File: src/rtl/vram_arbiter_pkg.sv
// ---------------------------------------------------------------------------
// vram_arbiter_pkg
// Shared constants and types for the character-cell VRAM arbiter.
//   COLS/ROWS    : character grid (640x480 pixels in 8x8 cells)
//   CELL_LOG2    : log2 of the cell width in pixels
//   H_WRAP       : last value of CounterX before it wraps to 0
//   FETCH_SLOT   : cell phase (CounterX[2:0]) that owns the display fetch
//   arb_state_t  : arbiter FSM state encoding
// ---------------------------------------------------------------------------
package vram_arbiter_pkg;

    localparam int COLS       = 80;
    localparam int ROWS       = 60;
    localparam int CELL_LOG2  = 3;
    localparam int H_WRAP     = 767;
    localparam int FETCH_SLOT = 5;

    localparam int ADDR_W = 13;   // cell address width, enough for COLS*ROWS
    localparam int COL_W  = 7;    // fetch column, holds up to 96
    localparam int ROW_W  = 7;    // fetch row, holds up to 64

    // Cell phases that follow the fetch: read data lands on the next phase,
    // and is promoted to the visible cell on the one after.
    localparam logic [CELL_LOG2-1:0] PH_FETCH   = CELL_LOG2'(FETCH_SLOT);
    localparam logic [CELL_LOG2-1:0] PH_CAPTURE = CELL_LOG2'(FETCH_SLOT + 1);
    localparam logic [CELL_LOG2-1:0] PH_COPY    = CELL_LOG2'(FETCH_SLOT + 2);

    // First CounterX of the final cell of a line; fetches from here on
    // already target column 0 of the following line.
    localparam logic [9:0] LINE_TAIL = 10'(H_WRAP + 1 - (1 << CELL_LOG2));

    typedef enum logic [1:0] {
        IDLE    = 2'd0,
        DISP_RD = 2'd1,
        CPU_ACC = 2'd2
    } arb_state_t;

endpackage

File: src/rtl/vram_arbiter_if.sv
// ---------------------------------------------------------------------------
// vram_arbiter_if
// CPU access bus of the VRAM arbiter.
//   cpu_req    : request, held by the CPU until cpu_ack
//   cpu_we     : 1 = write, 0 = read
//   cpu_addr   : cell address row*COLS+col
//   cpu_wdata  : write data
//   cpu_ack    : one-cycle pulse in the cycle the access reaches the RAM
//   cpu_rvalid : one-cycle pulse one cycle after a read's cpu_ack
//   cpu_rdata  : read data, held until the next read completes
// master = CPU side, slave = arbiter side.
// ---------------------------------------------------------------------------
interface vram_arbiter_if
    import vram_arbiter_pkg::*;
#(
    parameter int DW = 8
) ();

    logic              cpu_req;
    logic              cpu_we;
    logic [ADDR_W-1:0] cpu_addr;
    logic [DW-1:0]     cpu_wdata;
    logic              cpu_ack;
    logic              cpu_rvalid;
    logic [DW-1:0]     cpu_rdata;

    modport master (
        output cpu_req, cpu_we, cpu_addr, cpu_wdata,
        input  cpu_ack, cpu_rvalid, cpu_rdata
    );

    modport slave (
        input  cpu_req, cpu_we, cpu_addr, cpu_wdata,
        output cpu_ack, cpu_rvalid, cpu_rdata
    );

endinterface

File: src/rtl/vram_arbiter_addr_gen.sv
// ---------------------------------------------------------------------------
// vram_addr_gen
// Linear cell address from a (row, col) pair: addr = row*COLS + col.
//   row  : cell row
//   col  : cell column
//   addr : cell address into the character RAM
// For the standard 80-column grid the multiply is two shifts and an add.
// ---------------------------------------------------------------------------
module vram_addr_gen
    import vram_arbiter_pkg::*;
#(
    parameter int COLS = vram_arbiter_pkg::COLS
) (
    input  logic [ROW_W-1:0]  row,
    input  logic [COL_W-1:0]  col,
    output logic [ADDR_W-1:0] addr
);

    generate
        if (COLS == 80) begin : gShift
            // 80 = 64 + 16
            assign addr = (ADDR_W'(row) << 6) + (ADDR_W'(row) << 4) + ADDR_W'(col);
        end else begin : gMul
            assign addr = ADDR_W'(32'(row) * COLS + 32'(col));
        end
    endgenerate

endmodule

File: src/rtl/vram_arbiter.sv
// ---------------------------------------------------------------------------
// vram_arbiter
// Shares one single-port character RAM between the display refresh and a
// CPU. Every 8-pixel cell owns one display fetch slot (phase 5) that
// prefetches the next cell's colour; all other cycles, and every cycle whose
// slot falls outside the character grid, go to the CPU.
//   clk, rst_n        : pixel clock, async active-low reset
//   CounterX/Y        : sync generator position (X wraps at 767)
//   inDisplayArea     : visible-pixel flag
//   cpu               : CPU access bus (slave side)
//   mem_addr/we/wdata : registered RAM command
//   mem_rdata         : RAM data for the command presented in this cycle
//   pix_color         : colour for the current pixel, 1 cycle behind
//                       inDisplayArea
// ---------------------------------------------------------------------------
module vram_arbiter
    import vram_arbiter_pkg::*;
#(
    parameter int COLS = vram_arbiter_pkg::COLS,
    parameter int ROWS = vram_arbiter_pkg::ROWS,
    parameter int DW   = 8
) (
    input  logic              clk,
    input  logic              rst_n,
    input  logic [9:0]        CounterX,
    input  logic [8:0]        CounterY,
    input  logic              inDisplayArea,
    vram_arbiter_if.slave     cpu,
    output logic [ADDR_W-1:0] mem_addr,
    output logic              mem_we,
    output logic [DW-1:0]     mem_wdata,
    input  logic [DW-1:0]     mem_rdata,
    output logic [DW-1:0]     pix_color
);

    arb_state_t            state;
    logic [CELL_LOG2-1:0]  phase;
    logic                  lineTail;
    logic [COL_W-1:0]      fetchCol;
    logic [ROW_W-1:0]      fetchRow;
    logic                  slotValid;
    logic [ADDR_W-1:0]     dispAddr;
    logic                  cpuOob;

    logic                  ackQ;
    logic                  rdPend;     // a CPU read is on the RAM this cycle
    logic                  rdZero;     // ...and it was out of range
    logic                  rvalidQ;
    logic [DW-1:0]         rdataQ;
    logic [DW-1:0]         shadow;
    logic [DW-1:0]         curCell;

    assign phase    = CounterX[CELL_LOG2-1:0];
    assign lineTail = (CounterX >= LINE_TAIL);

    // Fetch target for the cell after the current one. In the last cell of
    // a line that is column 0 of the next line, which may be a new row.
    // NOTE: every variable assigned in always_comb gets a value on every
    // path, otherwise synthesis infers a latch.
    always_comb begin
        fetchCol = '0;
        fetchRow = '0;
        if (lineTail) begin
            fetchCol = '0;
            fetchRow = ROW_W'(({1'b0, CounterY} + 10'd1) >> CELL_LOG2);
        end else begin
            fetchCol = CounterX[9:CELL_LOG2] + COL_W'(1);
            fetchRow = ROW_W'(CounterY >> CELL_LOG2);
        end
    end

    assign slotValid = (phase == PH_FETCH)
                    && (32'(fetchCol) < COLS)
                    && (32'(fetchRow) < ROWS);

    assign cpuOob = (32'(cpu.cpu_addr) >= COLS * ROWS);

    vram_addr_gen #(
        .COLS (COLS)
    ) uAddrGen (
        .row  (fetchRow),
        .col  (fetchCol),
        .addr (dispAddr)
    );

    // Arbiter FSM. The display slot always wins; a CPU request seen in the
    // same cycle simply wins on the next one because it is still held.
    // Out-of-range CPU accesses are acknowledged but never write the RAM.
    // NOTE: state and outputs use non-blocking assignments so every
    // register samples the pre-edge values, independent of statement order.
    always_ff @(posedge clk or negedge rst_n) begin
        if (!rst_n) begin
            state     <= IDLE;
            mem_addr  <= '0;
            mem_we    <= 1'b0;
            mem_wdata <= '0;
            ackQ      <= 1'b0;
            rdPend    <= 1'b0;
            rdZero    <= 1'b0;
        end else begin
            mem_we <= 1'b0;
            ackQ   <= 1'b0;
            rdPend <= 1'b0;
            if (slotValid) begin
                state    <= DISP_RD;
                mem_addr <= dispAddr;
            end else if (cpu.cpu_req) begin
                state     <= CPU_ACC;
                mem_addr  <= cpu.cpu_addr;
                mem_we    <= cpu.cpu_we && !cpuOob;
                mem_wdata <= cpu.cpu_wdata;
                ackQ      <= 1'b1;
                rdPend    <= !cpu.cpu_we;
                rdZero    <= cpuOob;
            end else begin
                state <= IDLE;
            end
        end
    end

    // CPU read return: RAM data belongs to the command issued this cycle.
    always_ff @(posedge clk or negedge rst_n) begin
        if (!rst_n) begin
            rvalidQ <= 1'b0;
            rdataQ  <= '0;
        end else begin
            rvalidQ <= rdPend;
            if (rdPend) begin
                rdataQ <= rdZero ? '0 : mem_rdata;
            end
        end
    end

    // Display pipeline: fetch on phase 5, capture on 6, promote on 7 so the
    // new cell is stable from phase 0. A slot that fetched nothing leaves
    // the shadow untouched.
    always_ff @(posedge clk or negedge rst_n) begin
        if (!rst_n) begin
            shadow    <= '0;
            curCell   <= '0;
            pix_color <= '0;
        end else begin
            if (phase == PH_CAPTURE && state == DISP_RD) begin
                shadow <= mem_rdata;
            end
            if (phase == PH_COPY) begin
                curCell <= shadow;
            end
            pix_color <= inDisplayArea ? curCell : '0;
        end
    end

    assign cpu.cpu_ack    = ackQ;
    assign cpu.cpu_rvalid = rvalidQ;
    assign cpu.cpu_rdata  = rdataQ;

endmodule
File: src/flat_wrapper.sv
// flat-port wrapper written by rule: the top's interface ports become plain ports
module vram_arbiter_flat import vram_arbiter_pkg::*;
#(
    parameter int COLS = vram_arbiter_pkg::COLS,
    parameter int ROWS = vram_arbiter_pkg::ROWS,
    parameter int DW   = 8
)
  (clk, rst_n, CounterX, CounterY, inDisplayArea, mem_addr, mem_we, mem_wdata, mem_rdata, pix_color, cpu_cpu_req, cpu_cpu_we, cpu_cpu_addr, cpu_cpu_wdata, cpu_cpu_ack, cpu_cpu_rvalid, cpu_cpu_rdata);
  vram_arbiter_if #(.DW(DW)) cpu_i ();
  input  logic clk;
  input  logic rst_n;
  input  logic [9:0] CounterX;
  input  logic [8:0] CounterY;
  input  logic inDisplayArea;
  output logic [ADDR_W-1:0] mem_addr;
  output logic mem_we;
  output logic [DW-1:0] mem_wdata;
  input  logic [DW-1:0] mem_rdata;
  output logic [DW-1:0] pix_color;
  input wire logic [$bits(cpu_i.cpu_req)-1:0] cpu_cpu_req;
  input wire logic [$bits(cpu_i.cpu_we)-1:0] cpu_cpu_we;
  input wire logic [$bits(cpu_i.cpu_addr)-1:0] cpu_cpu_addr;
  input wire logic [$bits(cpu_i.cpu_wdata)-1:0] cpu_cpu_wdata;
  output wire logic [$bits(cpu_i.cpu_ack)-1:0] cpu_cpu_ack;
  output wire logic [$bits(cpu_i.cpu_rvalid)-1:0] cpu_cpu_rvalid;
  output wire logic [$bits(cpu_i.cpu_rdata)-1:0] cpu_cpu_rdata;
  assign cpu_i.cpu_req = cpu_cpu_req;
  assign cpu_i.cpu_we = cpu_cpu_we;
  assign cpu_i.cpu_addr = cpu_cpu_addr;
  assign cpu_i.cpu_wdata = cpu_cpu_wdata;
  assign cpu_cpu_ack = cpu_i.cpu_ack;
  assign cpu_cpu_rvalid = cpu_i.cpu_rvalid;
  assign cpu_cpu_rdata = cpu_i.cpu_rdata;
  vram_arbiter #(.COLS(COLS), .ROWS(ROWS), .DW(DW)) u_core (.clk(clk), .rst_n(rst_n), .CounterX(CounterX), .CounterY(CounterY), .inDisplayArea(inDisplayArea), .cpu(cpu_i), .mem_addr(mem_addr), .mem_we(mem_we), .mem_wdata(mem_wdata), .mem_rdata(mem_rdata), .pix_color(pix_color));
endmodule
File: config.mk
export PLATFORM = sky130hd
export DESIGN_NAME = vram_arbiter_flat
export DESIGN_NICKNAME = d
export VERILOG_FILES = /design/src/rtl/vram_arbiter_pkg.sv /design/src/rtl/vram_arbiter_if.sv /design/src/rtl/vram_arbiter_addr_gen.sv /design/src/rtl/vram_arbiter.sv /design/src/flat_wrapper.sv
export SDC_FILE = /design/constraint.sdc
export NUM_CORES = 1
export LEC_CHECK = 0
export CAP_MARGIN = 10
export CORE_UTILIZATION = 40
export CTS_BUF_LIST = sky130_fd_sc_hd__clkbuf_8
export DETAILED_ROUTE_END_ITERATION = 12
export HOLD_SLACK_MARGIN = 0.08
export PLACE_DENSITY = 0.7
export SYNTH_ARGS = -nofsm -noshare
export SYNTH_HDL_FRONTEND = slang
export SYNTH_HIERARCHICAL = 1
export SYNTH_SLANG_ARGS = --single-unit
File: constraint.sdc
create_clock -name clk -period 1.54 [get_ports clk]
set_input_delay 0.308 -clock clk [delete_from_list [all_inputs] [get_ports clk]]
set_output_delay 0.308 -clock clk [all_outputs]
set_load 0.01 [all_outputs]
After elaboration in Yosys (flattened, before gate mapping) --
Cells that the tools add are included.
Cells by class: add/subtract/negate cells 4, $lt $le $gt $ge 4, eq/ne operators 4, muxes and demuxes 14, bitwise gates (word level) 1, reductions and logical operators 8
Operators with widths (count):
- two-way mux 13 bit | 2
- two-way mux 8 bit | 2
- two-way mux 7 bit | 2
- adder 13 x 11 -> 13 bit | 1
- adder 13 x 7 -> 13 bit | 1
- greater-or-equal comparator 13 bit, second input constant | 1
- adder 9 x 1 -> 10 bit, second input constant | 1
- greater-or-equal comparator 10 bit, second input constant | 1
- equality test 3 bit, second input constant | 3
- adder 7 x 1 -> 7 bit, second input constant | 1
- < comparator 7 x 6 -> 1 bit, second input constant | 1
- < comparator 7 bit, second input constant | 1
- two-way mux 1 bit | 6
- logical AND 1 bit | 4
- two-way mux 2 bit | 2
- equality test 2 x 1 -> 1 bit, second input constant | 1
- zero test 1 bit | 2
- AND reduction 2 bit | 1
- nonzero test 2 bit | 1
- inverter 1 bit | 1
Storage, ports and cells: flip-flop bits (word level) 60, bits of input ports 53, output and inout bits 40, word-level logic and storage cells 47

Depth between registers and ports, before layout --
depth in word-level cells 7, depth in mapped cells 14, gate-level depth less buffers 14

Cells and area by module --
The synthesis kept the hierarchy.
Modules (own cells, without submodules):
- vram_arbiter | instances 1, cells an instance 199, area an instance 2698.8 µm², seq. area each 1476.4 µm²
- vram_addr_gen | instances 1, cells an instance 45, area an instance 405.4 µm², seq. area each 0.0 µm²

Worst setup path before layout --
No wires, ideal clock.
path kind input port to flip-flop, from in CounterX[5], to reg u_core.mem_addr[11], library setup time 0.125 ns, arrival 3.006 ns, required time 1.415 ns, slack -1.591 ns, cell stages on the path 14, buffers on the path 0, cell sequence nand3_2 -> o21ai_2 -> nand2_1 -> xnor2_1 -> inv_1 -> fa_1 -> inv_1 -> fa_1 -> a21o_1 -> a21oi_2 -> o21bai_1 -> a21oi_1 -> xnor2_1 -> mux2_2
Between the ends: elaborated cells on any way between the ends 12, classes of those cells add/sub: 3; order compare: 3; mux: 3; reduce/logical: 3
RTL lines:
- from (decl) | RTL line flat_wrapper.sv:12 | input logic [9:0] CounterX;
- greater-or-equal comparator 10 bit | RTL line vram_arbiter.sv:54 | assign lineTail = (CounterX >= LINE_TAIL);
- two-way mux 7 bit | RTL line vram_arbiter.sv:63 | if (lineTail) begin
- via u_core.fetchRow[0] | RTL line vram_arbiter.sv:40 | logic [ROW_W-1:0] fetchRow;
- adder 13 x 11 -> 13 bit | RTL line vram_arbiter_addr_gen.sv:22 | assign addr = (ADDR_W'(row) << 6) + (ADDR_W'(row) << 4) + ADDR_W'(col);
- adder 13 x 7 -> 13 bit | RTL line vram_arbiter_addr_gen.sv:22
- via u_core.dispAddr[11] | RTL line vram_arbiter.sv:42 | logic [ADDR_W-1:0] dispAddr;
- two-way mux 13 bit | RTL line vram_arbiter.sv:104 | if (slotValid) begin
- to (signal assigned) | RTL line vram_arbiter.sv:106 | mem_addr <= dispAddr;
- to (signal assigned) | RTL line vram_arbiter.sv:109 | mem_addr <= cpu.cpu_addr;
- to (decl) | RTL line vram_arbiter.sv:29 | output logic [ADDR_W-1:0] mem_addr,
The timed path passes the listed nets, and every way through them passes these cells. A chain may end at the register's enable or synchronous reset.

Final worst setup path --
from in CounterX[4], to reg u_core.mem_addr[11]
The elaborated chain is that of the path after synthesis.

==> summary.md <==
| Metric | Value |
|---|---|
| Worst reg2reg path startpoint | u_core/cpu.cpu_ack |
| Setup CP Type | input pin to register |
| Max-cap violations | 0 |
| Slowest cell delay on critical path | roughly 520 ps |
| Worst hold slack | roughly 420 ps |
| Final Net Count | 471 |
| Routed WL | ~7500 um |
| Worst-margin pin slew | approximately 530 ps |
| Post-place setup slack | -2020 ps |
| Post-synth EDFFs | 0 |
| Hold WC Path Type | input pin to async pin |
| Yosys synthesis warning count | 6 |
| Initial antenna violation count | 0 |
| Fin crit period | 2720 ps |
| Starting Density | between 40% and 50% |
| Post-detailed-route count of antenna-violating nets | 0 |
| Worst Path Arrival | just under 3000 ps |
| Max Root-Sink Buffers | 2 |
| Fin. max-slew vios | 0 |
| Worst-case reg-to-reg path depth | 4 |
| GR Util All Layers | 19.5% |
| First-pass detailed-route iteration total | 4 |
| Root buffer cell | clkbuf_8 |
| Sum of buffers and inverters on the critical path | 3 |
| Area contributors post-synth | dfrtp_1 (48%), mux2_2 (13%), mux2_4 (7.3%) |
| FF+latch count, synth | between 50 and 60 |
| Dpl hpwl | ~5300 um |
| Syn nets | around 310 |
| Total grt overflow | 0 |
| Number of CTS-inserted buffers | 9 |
| Setup crit start | CounterX[4] |
| Startpoint class of the critical path | input pin |
| Setup TNS | -9050 ps |
| Layout cells sized above 1 | about half |
| Top Ports | 93 |
| Clock Latency Late Sink | ~340 ps |
| Prevailing post-synth register cell | dfrtp_1 |
| Clock Skew | a little over 6 ps |
| Register area share after synthesis | between 40% and 50% |
| Vias in the first global route | between 2000 and 3000 |
| Critical-path cell list | buf_8, nand3_4, o21ai_4, nand2_2, xnor2_2, inv_2, fa_1, inv_2, fa_2, a21o_1, a21oi_2, o21bai_1, a21oi_2, xnor2_1, mux2_4 |
| Reg2Reg Setup Slack | ~190 ps |
| Largest net degree at the start of global routing | 46 |
| Critical Path RT | between 1500 and 2000 ps |
| Placed Cells | around 480 |
| H-tree depth | 3 |
| GPL Wtd Cong | between 0.7 and 0.8 |
| Maximum vdd drop | just over 0.5 mV |
| Status | finished, violations left |
| Iteration-0 DRC Markers | 50 |
| Commonest cells in the netlist | dfrtp_1 (59), mux2_2 (35), mux2_4 (15) |
| DIE HEIGHT | approximately 90 um |
| Ant diodes | 0 |
| CTS tree | yes |
| FMAX | ~370 MHz |
| Synth cell types | 40 |
| Port buffer count | slightly above 90 |
| Slowest CP cell | fa_1 |
| Mapped Area | 0.00310 mm^2 |
| Core area | between 0.007 and 0.008 mm^2 |
| Avg Vias per Cell | between 4 and 5 |
| Async set-reset flop share out of synthesis | 100% |
| DP Area | about 0.0046 mm^2 |
| Normalized max-slew margin | around 65% |
| Row count | 31 |
| Cells after Synth | 244 |
| Design area | 0.00513 mm^2 |
| Avg Synthesized Cell Area | around 13 um^2 |
| Area growth syn-to-layout | 65.4% |
| Post-route worst setup slack | -1180 ps |
| Drt wl/cell | around 15 um |
| Most frequent cell after synthesis | dfrtp_1 |
| Non-Filler Instances | 506 |
| Vias | between 2000 and 2500 |
| Pwr dens | between 800 and 900 mW/mm^2 |
| Area share of the largest cell type after synthesis | between 40% and 50% |
| Yosys top cell by area | dfrtp_1 |
| CP Capture Type | register |
| RR Endpoint | u_core/shadow[4] |
| Largest fanout on the critical path | 4 |
| Leakage | ~2.6 nW |
| Violated checks | setup timing |
| First-pass GRT wire length | approximately 12000 um |
| Sequential Area | around 0.0015 mm^2 |
| Die width | about 90 um |
| Clk sink count | a little under 60 |
| Final worst-path cycle share | 176% |
| Top delay family on crit path | adder cells |
| Filler cells | between 500 and 600 |
| Final hold viol count | 0 |
| DRC Markers | 0 |
| Clock transition at path regs | ~70 ps |
| RSZ-0062 raised after global routing | yes |
| Final Setup Violations | 23 |
| Die area | between 0.008 and 0.009 mm^2 |
| Multi-input logic area | 0.00182 mm^2 |
[layout make-up]
cell class | instances | area share, %
sequential | 59 | 28.8
multi-input combinational | 166 | 35.4
timing repair buffer | 156 | 28.8
clock buffer | 10 | 2.68
inverter | 10 | 0.731
tap | 99 | 2.41
clock inverter | 6 | 1.24
[flip-flops by register name (all words and copies together), names as in the netlist, 8 cells and up]
| name | cells |
|---|---|
| u_core/cpu.cpu_rdata | 8 |
| u_core/curCell | 8 |
| u_core/mem_addr | 13 |
| u_core/mem_wdata | 8 |
| u_core/pix_color | 8 |
| u_core/shadow | 8 |
[worst register-to-register path, stage by stage (launching register included)]
cell and delay (ps):
dfrtp_1 410, nand4b_1 190, nor2_1 100, buf_4 180, mux2_2 350
[layout by cell type (no fill, tap or decap), drive strengths merged, types with 2 or more instances in the layout]
master and count:
ha 14, clkbuf 10, clkdlybuf4s50 39, clkinvlp 2, clkdlybuf4s15 2, nand3 7, nor2 13, clkinv 3
dlymetal6s2s 8, dfrtp 59, a21oi 8, buf 74, xnor2 9, o31ai 2, xor2 6, fa 2
o21ai 4, a31o 8, dlygate4sd2 32, nor2b 13, and3 4, inv 10, and2 8, nand2 7
mux2 50
[how the worst max path moves through the flow]
stage	endpoint	slack (ps)	depth (start not counted)
floorplan	u_core/mem_addr[11]	-1320	14
global placement	u_core/mem_addr[11]	-1960	13
detailed placement	u_core/mem_addr[11]	-2020	14
CTS	u_core/mem_addr[11]	-1150	15
global route	u_core/mem_addr[11]	-1290	15
finish	u_core/mem_addr[11]	-1180	15
[report_power, final]
part	total [mW]	switching [mW]	internal (mW)
clock	1.42	0.627	0.790
combinational	1.34	0.527	0.809
sequential	1.85	0.0976	1.75
total	4.60	1.25	3.35
[timing repair]
action                                  in CTS  in global routing
resized for setup                          127                 21
endpoints found under the hold margin       14                  0
setup buffers                               15                  4
pin swaps                                   33                 15
endpoints found under the setup margin      53                 34
hold buffers                                 1                  0
cloned                                       1                  0
[logic make-up (layout without fill, tap and decap cells)]
kind of cell	after synthesis	count (layout)	synth area share, %
flops	59	59	47.6
buf+inv	19	182	3.79
xor+xnor	15	15	4.23
simple gates	57	57	10.3
compound gates	27	27	6.89
fa+ha+maj	16	16	6.93
mux	51	51	20.3
[stage by stage]
stage	util, %	total power [mW]
floorplan	-	2.47
global placement	61.8	3.11
detailed placement	61.8	3.14
CTS	69.3	4.65
global route	69.7	4.84
finish	69.7	4.60
[per-layer routing]
| metal | vias up | routed length [um] | share of wire (%) | GRT usage (%) |
|---|---|---|---|---|
| li1 | 1161 | - | - | - |
| met1 | 1197 | 3180 | 42 | 23.4 |
| met2 | 60 | 3980 | 53 | 34.4 |
| met3 | 9 | 250 | 3.3 | 3.98 |
| met4 | 0 | 126 | 1.7 | 7.26 |
| met5 | - | 0 | 0 | 0 |
No activity file was read; power rests on OpenSTA's default activity.
